**src/rtl/step_pkg.sv**
```systemverilog
// Shared types and helpers for the step sequencer transport.
// State encoding, step index width and loop-length resolution.
package step_pkg;

  typedef enum logic [1:0] {
    ST_STOPPED = 2'd0,
    ST_RUNNING = 2'd1,
    ST_PAUSED  = 2'd2
  } state_t;

  localparam int STEP_W = 4;

  // A zero or oversized loop length falls back to the full pattern.
  function automatic logic [STEP_W:0] eff_len(input logic [STEP_W-1:0] length,
                                               input int num_steps);
    logic [STEP_W:0] cap_s;
    cap_s = (STEP_W+1)'(num_steps);
    if ((length == {STEP_W{1'b0}}) || ({1'b0, length} > cap_s)) begin
      return cap_s;
    end else begin
      return {1'b0, length};
    end
  endfunction

endpackage

```
**src/rtl/step_tick_divider.sv**
```systemverilog
// Reloadable tempo down-counter; zero flags the clock on which a step is due.
// Priority: clear, load, freeze, then decrement (holding at zero).
module step_tick_divider #(
  parameter int W = 24
) (
  input  logic         CLOCK,
  input  logic         RESET_N,
  input  logic         load,
  input  logic         freeze,
  input  logic         clear,
  input  logic [W-1:0] load_val,
  output logic         zero
);

  logic [W-1:0] cnt_r;

  // Counter register
  always_ff @(posedge CLOCK) begin
    if (!RESET_N) begin
      cnt_r <= {W{1'b0}};
    end else if (clear) begin
      cnt_r <= {W{1'b0}};
    end else if (load) begin
      cnt_r <= load_val;
    end else if (freeze) begin
      cnt_r <= cnt_r;
    end else if (cnt_r != {W{1'b0}}) begin
      cnt_r <= cnt_r - W'(1);
    end else begin
      cnt_r <= cnt_r;
    end
  end

  assign zero = (cnt_r == {W{1'b0}});

endmodule

```
**src/rtl/step_transport.sv**
```systemverilog
// Step sequencer transport: play/pause/stop FSM, tempo-driven step counter,
// trigger pattern storage and per-track gate pulses. All outputs registered.
module step_transport
  import step_pkg::*;
#(
  parameter int NUM_STEPS   = 8,
  parameter int NUM_TRACKS  = 4,
  parameter int DIV_WIDTH   = 24,
  parameter int GATE_CYCLES = 4
) (
  input  logic                  CLOCK,
  input  logic                  RESET_N,
  input  logic                  PLAY,
  input  logic                  PAUSE,
  input  logic                  STOP,
  input  logic [DIV_WIDTH-1:0]  TICK_DIV,
  input  logic [STEP_W-1:0]     LENGTH,
  input  logic                  PAT_WE,
  input  logic [STEP_W-1:0]     PAT_STEP,
  input  logic [NUM_TRACKS-1:0] PAT_DATA,
  output logic [STEP_W-1:0]     STEP_NUM,
  output logic [NUM_STEPS-1:0]  ACTIVE_STEP,
  output logic                  STEP_STROBE,
  output logic [NUM_TRACKS-1:0] GATE,
  output logic                  RUNNING
);

  localparam int GCW = $clog2(GATE_CYCLES + 1);

  state_t                state_r, state_nxt_s;
  logic [STEP_W-1:0]     step_r, step_nxt_s;
  logic                  strobe_r, strobe_nxt_s;
  logic [NUM_STEPS-1:0]  active_r, active_nxt_s;
  logic [NUM_TRACKS-1:0] gate_r, gate_nxt_s, pat_rd_s;
  logic [GCW-1:0]        gate_cnt_r, gate_cnt_nxt_s;
  logic                  running_r;
  logic [NUM_TRACKS-1:0] pattern_r [NUM_STEPS];
  logic                  run_tick_s, div_load_s, div_freeze_s, div_clear_s, div_zero_s;
  logic [STEP_W:0]       eff_len_s;

  assign eff_len_s = eff_len(LENGTH, NUM_STEPS);

  step_tick_divider #(.W(DIV_WIDTH)) u_div (
    .CLOCK    (CLOCK),
    .RESET_N  (RESET_N),
    .load     (div_load_s),
    .freeze   (div_freeze_s),
    .clear    (div_clear_s),
    .load_val (TICK_DIV),
    .zero     (div_zero_s)
  );

  // Transport FSM and step advance; a resume edge counts as a running clock.
  always_comb begin
    state_nxt_s  = state_r;
    step_nxt_s   = step_r;
    strobe_nxt_s = 1'b0;
    run_tick_s   = 1'b0;
    div_load_s   = 1'b0;
    div_freeze_s = 1'b0;
    div_clear_s  = 1'b0;
    case (state_r)
      ST_STOPPED: begin
        if (PLAY && !STOP) begin
          state_nxt_s  = ST_RUNNING;
          step_nxt_s   = {STEP_W{1'b0}};
          strobe_nxt_s = 1'b1;
          div_load_s   = 1'b1;
        end else begin
          step_nxt_s  = {STEP_W{1'b0}};
          div_clear_s = 1'b1;
        end
      end
      ST_RUNNING: begin
        if (STOP) begin
          state_nxt_s = ST_STOPPED;
          step_nxt_s  = {STEP_W{1'b0}};
          div_clear_s = 1'b1;
        end else if (PAUSE) begin
          state_nxt_s  = ST_PAUSED;
          div_freeze_s = 1'b1;
        end else begin
          run_tick_s = 1'b1;
        end
      end
      ST_PAUSED: begin
        if (STOP) begin
          state_nxt_s = ST_STOPPED;
          step_nxt_s  = {STEP_W{1'b0}};
          div_clear_s = 1'b1;
        end else if (PLAY) begin
          state_nxt_s = ST_RUNNING;
          run_tick_s  = 1'b1;
        end else begin
          div_freeze_s = 1'b1;
        end
      end
      default: begin
        state_nxt_s = ST_STOPPED;
        step_nxt_s  = {STEP_W{1'b0}};
        div_clear_s = 1'b1;
      end
    endcase

    if (run_tick_s && div_zero_s) begin
      strobe_nxt_s = 1'b1;
      div_load_s   = 1'b1;
      if ({1'b0, step_r} >= (eff_len_s - (STEP_W+1)'(1))) begin
        step_nxt_s = {STEP_W{1'b0}};
      end else begin
        step_nxt_s = step_r + STEP_W'(1);
      end
    end else begin
      div_load_s = div_load_s;
    end
  end

  // Pattern lookup for the step being entered and its one-hot display
  always_comb begin
    pat_rd_s     = {NUM_TRACKS{1'b0}};
    active_nxt_s = {NUM_STEPS{1'b0}};
    for (int i = 0; i < NUM_STEPS; i++) begin
      if (step_nxt_s == STEP_W'(i)) begin
        pat_rd_s        = pattern_r[i];
        active_nxt_s[i] = (state_nxt_s != ST_STOPPED);
      end else begin
        active_nxt_s[i] = 1'b0;
      end
    end
  end

  // Gate timer: a strobe reloads, otherwise count down; dark unless running.
  always_comb begin
    gate_nxt_s     = {NUM_TRACKS{1'b0}};
    gate_cnt_nxt_s = {GCW{1'b0}};
    if (state_nxt_s != ST_RUNNING) begin
      gate_nxt_s     = {NUM_TRACKS{1'b0}};
      gate_cnt_nxt_s = {GCW{1'b0}};
    end else if (strobe_nxt_s) begin
      gate_nxt_s     = pat_rd_s;
      gate_cnt_nxt_s = GCW'(GATE_CYCLES);
    end else if (gate_cnt_r > GCW'(1)) begin
      gate_nxt_s     = gate_r;
      gate_cnt_nxt_s = gate_cnt_r - GCW'(1);
    end else begin
      gate_nxt_s     = {NUM_TRACKS{1'b0}};
      gate_cnt_nxt_s = {GCW{1'b0}};
    end
  end

  // Transport and output registers
  always_ff @(posedge CLOCK) begin
    if (!RESET_N) begin
      state_r    <= ST_STOPPED;
      step_r     <= {STEP_W{1'b0}};
      strobe_r   <= 1'b0;
      active_r   <= {NUM_STEPS{1'b0}};
      gate_r     <= {NUM_TRACKS{1'b0}};
      gate_cnt_r <= {GCW{1'b0}};
      running_r  <= 1'b0;
    end else begin
      state_r    <= state_nxt_s;
      step_r     <= step_nxt_s;
      strobe_r   <= strobe_nxt_s;
      active_r   <= active_nxt_s;
      gate_r     <= gate_nxt_s;
      gate_cnt_r <= gate_cnt_nxt_s;
      running_r  <= (state_nxt_s == ST_RUNNING);
    end
  end

  // Pattern storage; out-of-range write addresses are dropped
  always_ff @(posedge CLOCK) begin
    for (int i = 0; i < NUM_STEPS; i++) begin
      if (!RESET_N) begin
        pattern_r[i] <= {NUM_TRACKS{1'b0}};
      end else if (PAT_WE && (PAT_STEP == STEP_W'(i))) begin
        pattern_r[i] <= PAT_DATA;
      end else begin
        pattern_r[i] <= pattern_r[i];
      end
    end
  end

  assign STEP_NUM    = step_r;
  assign ACTIVE_STEP = active_r;
  assign STEP_STROBE = strobe_r;
  assign GATE        = gate_r;
  assign RUNNING     = running_r;

endmodule

```
**config.mk**
```make
export PLATFORM = sky130hd
export DESIGN_NAME = step_transport
export DESIGN_NICKNAME = d
export VERILOG_FILES = /design/src/rtl/step_pkg.sv /design/src/rtl/step_tick_divider.sv /design/src/rtl/step_transport.sv
export SDC_FILE = /design/constraint.sdc
export NUM_CORES = 1
export LEC_CHECK = 0
export CORE_ASPECT_RATIO = 1.4
export CORE_MARGIN = 2
export CORE_UTILIZATION = 39
export CTS_CLUSTER_DIAMETER = 50
export DETAILED_ROUTE_END_ITERATION = 10
export PLACE_DENSITY = 0.6
export SLEW_MARGIN = 10
export SYNTH_ARGS = -nofsm -noshare
export SYNTH_HDL_FRONTEND = slang
export SYNTH_HIERARCHICAL = 1
export SYNTH_SLANG_ARGS = --single-unit
```
**constraint.sdc**
```tcl
create_clock -name CLOCK -period 5 [get_ports CLOCK]
set_input_delay 1.5 -clock CLOCK [delete_from_list [all_inputs] [get_ports CLOCK]]
set_output_delay 1.5 -clock CLOCK [all_outputs]
set_load 0.1 [all_outputs]
```
After elaboration in Yosys (flattened, before gate mapping)
Memories as Yosys holds them, arrays and structs flattened.
Index checks and enable logic that the tools add are counted.

word-level totals
  bits in registers = 47
  bits in latches = 0
  RAM bits = 32
  ROM bits = 0
  input bits = 42
  output and inout port bits = 18
  memories kept = 1

operators by class
  add/sub/neg operators = 4
  multiply operators = 0
  divide/modulo/power cells = 0
  $lt $le $gt $ge = 3
  eq/ne operators = 20
  shift operators = 0
  multiplexer cells = 107
  bitwise logic cells = 18
  reduce and logical (&&, ||, !) cells = 33

memory list
  memory     depth  bits a word  read ports  clocked after memory_dff  wr ports  RTL line              source
  pattern_r  8      4            8           0                         8         step_transport.sv:37  logic [NUM_TRACKS-1:0] pattern_r [NUM_STEPS];

operator list
  cell                     count
  $mux W4                  31
  $mux W24                 3
  $mux W1                  62
  $eq A4 B3 Y1 const B     8
  $logic_not A24 Y1        1
  $reduce_bool A24 Y1      1
  $sub A24 B1 Y24 const B  1
  $reduce_and A2 Y1        9
  $eq A4 B2 Y1 const B     4
  $or A1 B1 Y1             16
  $logic_not A4 Y1         3
  $logic_and A1 B1 Y1      10
  $mux W2                  5
  $eq A4 B1 Y1 const B     2
  $mux W3                  2
  $pmux W1 S2              3
  $pmux W2 S3              1
  $reduce_or A2 Y1         3
  $ge A4 B5 Y1             1
  $sub A5 B1 Y5 const B    1
  $add A4 B1 Y4 const B    1
  $eq A2 B1 Y1 const B     2
  $gt A4 B4 Y1 const B     1
  $ne A2 B2 Y1 const B     2
  other kinds (10)         12

Depth between registers and ports, before layout
  depth in word-level cells = 17
  gate-level depth with buffers = 12

Hierarchy
The synthesis kept the hierarchy.

by module, submodules not included
  module             times used  cells an instance  area an instance (um^2)  sequential area each (um^2)
  step_transport     1           293                2859.0                   1421.4
  step_tick_divider  1           168                1375.1                   480.5

Least setup slack after synthesis
Ideal clock, no wire load.

  path kind = input to register
  start = input port LENGTH[3]
  end = register gate_r[1], in the netlist GATE[1]
  data arrival time = 3590 ps
  data required time = 4918 ps
  setup slack = 1328 ps
  stages on the path = 12
  path buffers = 1
  cells stage by stage = nand2b_1 ha_1 xnor2_1 ha_1 o21ai_0 a32oi_4 nand3_2 nor4b_4 buf_6 a21oi_1 a2bb2oi_1 o221ai_1

between the ends
  cells in the longest elaborated chain, start to end = 17

RTL lines
  item                                                     RTL line               source
  start: declaration                                       step_transport.sv:17   input logic [STEP_W-1:0] LENGTH,
  $gt A4 B4 Y1 / $logic_not A4 Y1 (equally long branches)  step_pkg.sv:18         if ((length == {STEP_W{1'b0}}) || ({1'b0, length} > cap_s)) begin
  $logic_or A1 B1 Y1                                       step_pkg.sv:18
  $mux W4 (*)                                              step_pkg.sv:18
  $sub A5 B1 Y5 (*)                                        step_transport.sv:108  if ({1'b0, step_r} >= (eff_len_s - (STEP_W+1)'(1))) begin
  $ge A4 B5 Y1 (*)                                         step_transport.sv:108
  $mux W4 (*)                                              step_transport.sv:108
  $mux W4 (*)                                              step_transport.sv:105  if (run_tick_s && div_zero_s) begin
  $logic_not A4 Y1                                         step_transport.sv:123  if (step_nxt_s == STEP_W'(i)) begin
  $mux W4 (7 in a row)                                     step_transport.sv:123
  $mux W4 (*)                                              step_transport.sv:123
  $mux W4 (*)                                              step_transport.sv:139  end else if (strobe_nxt_s) begin
  end signal: assignment                                   step_transport.sv:158  gate_r <= {NUM_TRACKS{1'b0}};
  end signal: assignment                                   step_transport.sv:166  gate_r <= gate_nxt_s;
  end: declaration                                         step_transport.sv:34   logic [NUM_TRACKS-1:0] gate_r, gate_nxt_s, pat_rd_s;

Mark *: on every way between the ends. The rest lies on a longest branch, timed or not.
A chain may end at the register's enable or synchronous reset.

Worst setup path in the final report
  start = input port LENGTH[3]
  end = register gate_r[2], in the netlist GATE[2]

The elaborated chain is that of the path after synthesis.

==> flow_results.org <==
** Outcome
- The flow ran to the end, and the final reports show no timing, DRC or antenna violations.

** Global routing
- Global routing finished with a remaining overflow of 0.
- Via count of the first global-routing pass :: around 3600
- Pin count of the biggest net entering global routing :: 47
- The initial antenna violation count was 0.
- GRT Overall Usage :: 0.187
- Global-route wire length before repair :: about 17 mm

** Power and ir drop
- Clock network fraction of design power :: 0.326
- Dividing total power by cell area gives a power density of 354 mW/mm^2.
- Of the total power, registers draw 0.406.
- Worst vdd ir :: ~180 uV
- The analysis attributes to cell leakage a power of 1.88 nW.
- The share of total power dissipated in combinational logic is 0.268.
- The design draws 1.85 mW.
- Of the total power, the share spent switching nets is 0.316.
- The analysis attributes to net switching a power of 583 uW.
- Internal cell power :: roughly 1.3 mW

** Finish
- From synthesis to final layout, the design area changed by 23.4%.
- For this run, the share of the core covered by cells in the final layout is 0.488.
- Area of all sequential standard cells :: between 0.0015 and 0.002 sq mm
- Of the cells placed in the final design, the portion with a size suffix greater than 1 is 0.0805.
- Filler-free cell count of the finished design :: ~660
- In the final layout, the multi-input gates occupy around 0.0022 sq mm.
- Net total in the final layout :: ~570
- Summing all non-filler instances in the final layout gives an area of 0.00523 sq mm.
- Filler cell count :: approximately 1000
- Ant diodes :: 0

** Floorplan
- Total die area :: between 0.01 and 0.015 sq mm
- Number of placement rows :: 45
- From left edge to right edge, the die measures approximately 92 microns.
- For this configuration, the core starts out at a cell density of 0.396.
- Height of the die :: roughly 130 microns
- Floorplan core area :: 0.0107 sq mm
- 60 I/O pins were placed.

** Placed design
- Post-place setup slack :: 0.459 ns
- Port buffering added slightly below 60 buffers.
- Placed inst area :: just under 0.005 sq mm
- Placed insts :: about 650
- The congestion estimate from routability-driven global placement came to 0.846.
- The HPWL after detailed placement is between 7 and 8 mm.

** Route
- In the routed layout, each cell is associated on average with a via count of 5.52.
- After detailed routing, the average wire length per cell comes to between 15 and 20 microns.
- The routed layout has 3657 vias.
- The first routing iteration left 103 violations.
- Detailed Routing Iterations Pass 1 :: 5
- Final wirelength :: approximately 10 mm
- Remaining antenna violation count :: 0
- For this run, design rule violations remaining after detail routing come to 0.

** Clock tree
- For the worst-skew pair, the clock arrives at the later sink with an insertion delay of about 0.33 ns.
- Post-cts sizing count :: 0
- TritonCTS built the clock tree.
- Cell at the root of the clock tree :: sky130_fd_sc_hd__clkbuf_16
- Quantity of hold-fixing buffers added after cts :: 0
- Num Clock Sinks :: between 70 and 80
- H-Tree Level Count :: 3
- Clk slew on worst S/H paths :: approximately 0.06 ns
- Once the clock tree was built, the setup fixing pass inserted 0 buffers.
- Clock tree synthesis inserted a total of 9 buffers.
- Maximum count of clock buffers along a single path :: 2

** Timing
- Rel. slew slack :: 0.347
- Unrepaired setup endpoints after global routing :: false
- At the pin with the least slew margin, the transition time is between 0.9 and 1 ns.
- Fmax :: ~240 MHz
- Number of max-slew violations in the final report :: 0
- After routing, the total negative slack on setup checks comes to 0 ns.
- After layout, the worst setup slack is roughly 0.77 ns.
- For the finished layout, the period the worst path requires is around 4.2 ns.
- Hold slack :: between 0.4 and 0.5 ns
- The number of hold-slack violations in the final timing report came to 0.
- Portion of the clock cycle consumed by the worst path in the final layout :: 0.846
- Final worst clock skew :: 0.00722 ns
- Setup violations remaining at the end of the flow were counted as 0.

** Setup path
- The critical path is of the primary input to flop type.
- The worst register-to-register path has a depth of 9.
- Along the worst path, the maximum fanout reaches 9.
- Kind of launch point of the worst setup path :: primary input
- CP endpoint kind :: flop
- The worst register-to-register path has a setup slack of around 1.5 ns.
- Data required, critical path :: between 5 and 6 ns
- Data arrives at the worst endpoint at around 4.4 ns.

** Synthesis
- Most used flip-flop cell after synthesis :: sky130_fd_sc_hd__dfxtp_1
- Count of flip-flops with a built-in enable after synthesis :: 32
- Count of mapped cells out of synthesis :: around 460
- Synthesis inferred roughly 80 register bits.
- The number of nets in the synthesized netlist is between 500 and 600.
- The mapped netlist covers about 0.0042 sq mm.
- For this run, the register share of the synthesized area comes to 0.449.
- Share of flip-flops with an asynchronous set or reset :: 0
- Syn Area/Cell :: roughly 9.2 sq um
- Yosys printed 6 warnings.
- Number of different library cells in the post-synthesis netlist :: 65

** Min path
- The worst hold path was traced through 2 stages.
- Class of the tightest hold or removal check :: flop to flop

** Job
- Max-cap violations in this run came to 0.
==> sequential cells by signal (all words and copies together), names as in the netlist, 2 cells and up <==
register / cells
pattern_r: 32
u_div/cnt_r: 24
ACTIVE_STEP: 8
GATE: 4
STEP_NUM: 4
gate_cnt_r: 3
state_r: 2
==> cell type report <==
| type | instances | area share |
|---|---|---|
| Clock buffer | 10 | 0.0438 |
| Clock inverter | 6 | 0.00862 |
| Inverter | 19 | 0.0136 |
| Timing Repair Buffer | 65 | 0.122 |
| Multi-Input combinational cell | 343 | 0.415 |
| Tap cell | 141 | 0.0338 |
| Sequential cell | 79 | 0.364 |
==> power groups by stage <==
stage	clock [mW]	combinational [mW]	sequential [mW]
detailed placement	0	0.492	0.763
CTS	0.617	0.496	0.749
floorplan	0	0.372	0.770
global placement	0	0.487	0.763
global route	0.650	0.550	0.755
finish	0.602	0.495	0.749
==> cells by family after synthesis <==
| logic type | Yosys count | synth area share |
|---|---|---|
| and+or+nand+nor | 184 | 0.236 |
| AOI/OAI and AO/OA | 133 | 0.210 |
| DFF | 79 | 0.449 |
| buffers and inverters | 39 | 0.0393 |
| adders and majority gates | 14 | 0.0414 |
| xor gates and xnor gates | 8 | 0.0165 |
| muxes | 3 | 0.00709 |
| other | 1 | 0.000886 |
==> per-layer routing <==
layer	vias up	share of wire	track usage
met5	-	0	0
met4	0	0.029	0.0860
met3	22	0.042	0.0395
met2	79	0.54	0.346
met1	1736	0.39	0.202
li1	1820	-	-
==> critical path: stages <==
cell and delay [ns]:
sky130_fd_sc_hd__clkdlybuf4s50_1 0.45, sky130_fd_sc_hd__nand2b_1 0.18, sky130_fd_sc_hd__ha_1 0.25, sky130_fd_sc_hd__xnor2_1 0.21, sky130_fd_sc_hd__ha_1 0.25, sky130_fd_sc_hd__o21ai_0 0.35, sky130_fd_sc_hd__a32oi_4 0.11, sky130_fd_sc_hd__nand3_2 0.10
sky130_fd_sc_hd__nor4b_4 0.37, sky130_fd_sc_hd__nand2_1 0.26, sky130_fd_sc_hd__o21ai_0 0.26, sky130_fd_sc_hd__o221ai_1 0.13
==> cell usage after synthesis, drive strengths merged, types with 4 or more instances <==
cell | instances | area, sq um
a21oi | 20 | 100
a22oi | 5 | 37.5
a31oi | 22 | 138
and2 | 7 | 45.1
and3 | 6 | 37.5
buf | 6 | 42.5
clkbuf | 14 | 52.6
dfxtp | 47 | 941
edfxtp | 32 | 961
ha | 14 | 175
inv | 18 | 67.6
nand2 | 40 | 153
nand2b | 9 | 63.8
nand3 | 10 | 60.1
nor2 | 47 | 176
nor2b | 9 | 56.3
nor3 | 7 | 35.0
nor4 | 4 | 37.5
o21ai | 41 | 209
o21bai | 4 | 30.0
o221ai | 6 | 52.6
o31ai | 9 | 67.6
or2 | 5 | 31.3
or3 | 17 | 111
or4 | 12 | 90.1
xnor2 | 6 | 52.6
==> path summary, 6_finish.rpt <==
kind | from | end
setup / recovery | LENGTH[3] | GATE[2]$_SDFFE_PP0P_
setup reg to reg | u_div/cnt_r[3]$_SDFFE_PP0P_ | GATE[2]$_SDFFE_PP0P_
hold reg to reg | u_div/cnt_r[19]$_SDFFE_PP0P_ | u_div/cnt_r[19]$_SDFFE_PP0P_
hold / removal | u_div/cnt_r[19]$_SDFFE_PP0P_ | u_div/cnt_r[19]$_SDFFE_PP0P_
==> layout by cell type, fill, tap and decap left out, types with 3 or more instances in the layout <==
cell type                         count
sky130_fd_sc_hd__inv_1               17
sky130_fd_sc_hd__o21a_1               3
sky130_fd_sc_hd__a31oi_1             22
sky130_fd_sc_hd__clkbuf_16            9
sky130_fd_sc_hd__nor2b_1              9
sky130_fd_sc_hd__nor3_1               7
sky130_fd_sc_hd__nand2b_1             8
sky130_fd_sc_hd__o21ai_0             37
sky130_fd_sc_hd__or2_2                4
sky130_fd_sc_hd__edfxtp_1            32
sky130_fd_sc_hd__o211ai_1             3
sky130_fd_sc_hd__and2_1               6
sky130_fd_sc_hd__o31ai_1              9
sky130_fd_sc_hd__buf_4                6
sky130_fd_sc_hd__ha_1                14
sky130_fd_sc_hd__nand3b_1             3
sky130_fd_sc_hd__o21bai_1             4
sky130_fd_sc_hd__nand2_1             39
sky130_fd_sc_hd__and3_1               6
sky130_fd_sc_hd__clkinvlp_4           3
sky130_fd_sc_hd__clkdlybuf4s50_1     59
sky130_fd_sc_hd__o21ai_1              3
sky130_fd_sc_hd__xnor2_1              6
sky130_fd_sc_hd__or4_1               12
sky130_fd_sc_hd__mux2i_1              3
sky130_fd_sc_hd__a21oi_1             20
sky130_fd_sc_hd__nand3_1              8
sky130_fd_sc_hd__a2bb2oi_1            3
sky130_fd_sc_hd__nor2_1              47
sky130_fd_sc_hd__or3_1               16
sky130_fd_sc_hd__a22oi_1              5
sky130_fd_sc_hd__dfxtp_1             47
sky130_fd_sc_hd__o221ai_1             6
No activity file was read; power rests on OpenSTA's default activity.
